File: config.mk
export PLATFORM = sky130hd
export DESIGN_NAME = mips_cpu_reg_writeback
export DESIGN_NICKNAME = d
export VERILOG_FILES = /design/src/rtl/mips_cpu_reg_writeback.sv
export SDC_FILE = /design/constraint.sdc
export NUM_CORES = 1
export LEC_CHECK = 0
export BUFFER_PORTS_ARGS = -buffer_cell sky130_fd_sc_hd__buf_4
export CORE_MARGIN = 10
export CORE_UTILIZATION = 48
export CTS_CLUSTER_SIZE = 16
export DETAILED_ROUTE_END_ITERATION = 10
export GPL_TIMING_DRIVEN = 1
export PLACE_DENSITY = 0.76
export SKIP_CTS_REPAIR_TIMING = 1
export SYNTH_ARGS = -nofsm -noshare
export SYNTH_HDL_FRONTEND = slang
export SYNTH_SLANG_ARGS = --single-unit
export TNS_END_PERCENT = 100
File: constraint.sdc
create_clock -name clk -period 2.5 [get_ports clk]
set_input_delay 0.125 -clock clk [delete_from_list [all_inputs] [get_ports clk]]
set_output_delay 0.125 -clock clk [all_outputs]
set_load 0.005 [all_outputs]
File: src/rtl/mips_cpu_reg_writeback.sv
// Write-back queue in front of the register file write port.
// Collects writes from the ALU path (A, fixed priority) and the load-return
// path (B) into an in-order FIFO, then drains one entry per cycle.
// Optional bypass lookup is built only when WB_BYPASS_EN is defined.
module mips_cpu_reg_writeback #(
  parameter int unsigned DEPTH  = 4,
  parameter int unsigned DATA_W = 32
) (
  input  logic                       clk,
  input  logic                       reset_n,
  input  logic                       a_valid,
  output logic                       a_ready,
  input  logic [4:0]                 a_addr,
  input  logic [DATA_W-1:0]          a_data,
  input  logic                       b_valid,
  output logic                       b_ready,
  input  logic [4:0]                 b_addr,
  input  logic [DATA_W-1:0]          b_data,
  input  logic                       hold,
  output logic                       write,
  output logic [4:0]                 wrAddr,
  output logic [DATA_W-1:0]          wrData,
  input  logic [4:0]                 lk_addr,
  output logic                       lk_hit,
  output logic [DATA_W-1:0]          lk_data,
  output logic [$clog2(DEPTH):0]     count,
  output logic                       full,
  output logic                       empty
);

  localparam int unsigned PW = (DEPTH > 1) ? $clog2(DEPTH) : 1;
  localparam int unsigned CW = $clog2(DEPTH) + 1;

  logic [4:0]        addr_q [DEPTH];
  logic [DATA_W-1:0] data_q [DEPTH];
  logic [PW-1:0]     head_q, tail_q;
  logic [CW-1:0]     count_q;

  logic              pop, push, a_fire, b_fire;
  logic [4:0]        push_addr;
  logic [DATA_W-1:0] push_data;

  assign empty   = (count_q == '0);
  assign full    = (count_q == CW'(DEPTH));
  assign count   = count_q;

  // The register file always accepts, so a visible write is a completed pop.
  assign pop     = !empty && !hold;
  assign a_ready = !full || pop;
  assign b_ready = !a_valid && (!full || pop);
  assign a_fire  = a_valid && a_ready;
  assign b_fire  = b_valid && b_ready;

  assign push_addr = a_fire ? a_addr : b_addr;
  assign push_data = a_fire ? a_data : b_data;
  // Writes to r0 complete the handshake but are dropped.
  assign push      = (a_fire || b_fire) && (push_addr != 5'd0);

  assign write  = pop;
  assign wrAddr = pop ? addr_q[head_q] : 5'd0;
  assign wrData = pop ? data_q[head_q] : '0;

  // Entry storage; not reset since stale entries are masked by count.
  always_ff @(posedge clk) begin
    if (push) begin
      addr_q[tail_q] <= push_addr;
      data_q[tail_q] <= push_data;
    end
  end

  // Pointers and occupancy; pointers wrap naturally as DEPTH is a power of two.
  always_ff @(posedge clk or negedge reset_n) begin
    if (!reset_n) begin
      head_q  <= '0;
      tail_q  <= '0;
      count_q <= '0;
    end else begin
      if (push) tail_q <= tail_q + PW'(1);
      if (pop)  head_q <= head_q + PW'(1);
      if (push && !pop)      count_q <= count_q + CW'(1);
      else if (pop && !push) count_q <= count_q - CW'(1);
    end
  end

`ifdef WB_BYPASS_EN
  logic [PW-1:0] lk_idx;

  // Scan from oldest to youngest so the youngest match wins.
  always_comb begin
    lk_hit  = 1'b0;
    lk_data = '0;
    lk_idx  = '0;
    for (int unsigned i = 0; i < DEPTH; i++) begin
      lk_idx = head_q + PW'(i);
      if ((CW'(i) < count_q) && (addr_q[lk_idx] == lk_addr) && (lk_addr != 5'd0)) begin
        lk_hit  = 1'b1;
        lk_data = data_q[lk_idx];
      end
    end
  end
`else
  logic unused_lk_addr;
  assign unused_lk_addr = ^lk_addr;
  assign lk_hit  = 1'b0;
  assign lk_data = '0;
`endif

endmodule
==> impl_metrics.ini <==
[critical_path]
crit_path_start_kind = flip-flop
critical_path_peak_fanout = 9
cpMostUsedCell = buf_4
arrival_ns = 2.12
path_cells = buf_4 -> mux4_2 -> and2_1 -> buf_4
critPathKind = flip-flop to output pin
max_stage_delay_ns = 0.57
crit_buf_inv = 2
critPathTopFamily = flip-flops
critical_path_required_ns = 2.38
cpMaxStageDelayCell = dfrtp_2
end_kind = output pin

[timing]
finalHoldViolations = 0
finalCriticalPeriod_ns = 2.25
rsz0062_at_grt = false
finalSetupViolations = 0
holdWs_ns = 0.0171
fin_skew_ns = 0.00598
finalCritPeriodShare = 0.899
fmax_mhz = 445
slew_violations = 0

[cts]
path_clk_slew_ns = 0.06
cts.sinks = 155
insertion_delay_ns = 0.42
cts_root_buf = clkbuf_16
cts_tree = built
clock_path_buffers = 2
cts.htree.levels = 4
cts_buffers = 17

[floorplan]
io_pins = 162
start_util = 0.487
core_area_mm2 = 0.0138
die_x_um = 138
die_area_mm2 = 0.0192
row_count = 43
fp.dieH_um = 138

[global_route]
use_met1 = 0.166
track_usage = 0.143
grt_max_degree = 40
grt_overflow_total = 0
grt_pass1_wl_mm = 21.5
top_usage_layer = met2
grt_pass1_vias = 3999
gr-usage-met2 = 0.236
grtUsageMet3 = 0.0599
antenna_found_initial = 0

[yosys]
ys_warn_count = 0
ys_ff_latch = 155
synth_cells = 351
syn-cell-area_mm2 = 0.00674
avgSynthCellArea_um2 = 19.2
yosysSeqAreaShare = 0.686
synth_cell_types = 26

[routing]
drtAntennaViolNets = 0
routed_wl_mm = 13.5
firstDrtPassIters = 6
dr_total_vias = 3498
drtIter0Drc = 188
wl_per_cell_um = 19.8
drc = 0
viasPerCell = 5.11

[final_layout]
fillers = 1002
final_nets = 582
fin_util = 0.612
area_growth_pct = 25.6
final_common_cell = edfxtp_1
antenna_cells = 0
drive_above_1_share = 0.499
final_cell_mix = edfxtp_1 (148), buf_4 (131), and2_1 (38), mux2_2 (38), mux4_2 (37)

[placement]
dp_hpwl_mm = 8.84
port-buffer-count = 123
place_congestion = 0.734

[pwr]
p_leak_nw = 3.17
finalPower_w = 0.00962
powerDensity_mw_per_mm2 = 1140
ir_drop_v = 0.000577

[flow_run]
cap_violations = 0

[worst_hold_path]
holdCritPathClass = input pin to flip-flop

[status]
status = finished clean
-- where the power goes --
group	internal (W)	switching, W
Combinational	0.00169	0.00136
Sequential	0.00376	0.000289
Clock	0.00156	0.000962
Total	0.00701	0.00262
-- per-layer routing --
metal  vias to the layer above  share of wire
met4                         0          0.013
met3                        16          0.079
met2                       130           0.50
met1                      1768           0.41
met5                         -              0
li1                       1584              -
-- Yosys cell counts --
cell      number  share of area
edfxtp_1     148           0.66
and2_1        42          0.039
mux2_2        38          0.064
mux4_2        37           0.12
buf_4         34          0.038
clkbuf_1       7         0.0039
dfrtp_1        7          0.026
ha_1           5         0.0093
inv_1          5         0.0028
buf_2          4         0.0030
xnor2_1        4         0.0052
buf_6          3         0.0050
nor2_1         2         0.0011
nor3_1         2         0.0015
xor2_1         2         0.0026
conb_1         1        0.00056
fa_1           1         0.0030
mux2_4         1         0.0022
nand2_1        1        0.00056
nand2_2        1        0.00093
nor3_2         1         0.0015
nor3b_1        1         0.0011
o32ai_2        1         0.0024
or2_2          1        0.00093
or4_1          1         0.0011
or4b_1         1         0.0015
-- flip-flops by register name, indices dropped and copies added (netlist names) --
| register | flops |
|---|---|
| data_q | 128 |
| head_q | 2 |
| addr_q | 20 |
| count | 3 |
| tail_q | 2 |
-- final timing paths --
check,start,to,slack [ns],cells after the start
worst max-delay path,head_q[0]$_DFFE_PN0P_,wrData[16],0.25,4
worst min-delay path,hold,head_q[0]$_DFFE_PN0P_,0.02,3
worst max register to register,count[2]$_DFFE_PN0P_,count[2]$_DFFE_PN0P_,0.28,9
worst min register to register,count[2]$_DFFE_PN0P_,count[2]$_DFFE_PN0P_,0.55,1
max in group asynchronous,reset_n,head_q[1]$_DFFE_PN0P_,2.31,2
min in group asynchronous,reset_n,count[2]$_DFFE_PN0P_,0.05,2
-- logic make-up after synthesis --
family                     share of synthesized area
DFF                                            0.686
muxes                                          0.189
and+or+nand+nor                               0.0492
buffers and inverters                         0.0526
adders and majority gates                     0.0123
xor gates and xnor gates                     0.00780
other                                       0.000557
AOI/OAI and AO/OA                            0.00242
-- layout make-up --
type / instances / area (um2) / area share
clock buffers: 19 / 433 / 0.0512
flip-flops and latches: 155 / 4620 / 0.546
clock inverters: 13 / 151 / 0.0179
multi-input cells: 175 / 1890 / 0.224
inverters: 5 / 18.8 / 0.00222
repair buffers: 138 / 1110 / 0.132
well taps: 180 / 225 / 0.0266
-- per-stage QoR --
step,instances,cell area (um2),setup WS (ns),setup TNS [ns]
after floorplan,383,6860,0.0178,0
after global placement,651,7850,0.117,0
after detailed placement,651,7850,-0.0765,-0.0765
after CTS,683,8430,-0.120,-0.120
after global routing,685,8460,0.105,0
final,685,8460,0.252,0
-- tightest hold or removal path, stage by stage --
cell,delay (ns)
buf_4,0.08
or2_2,0.13
xnor2_1,0.06
Note: power is estimated with default switching activity, not from simulation.
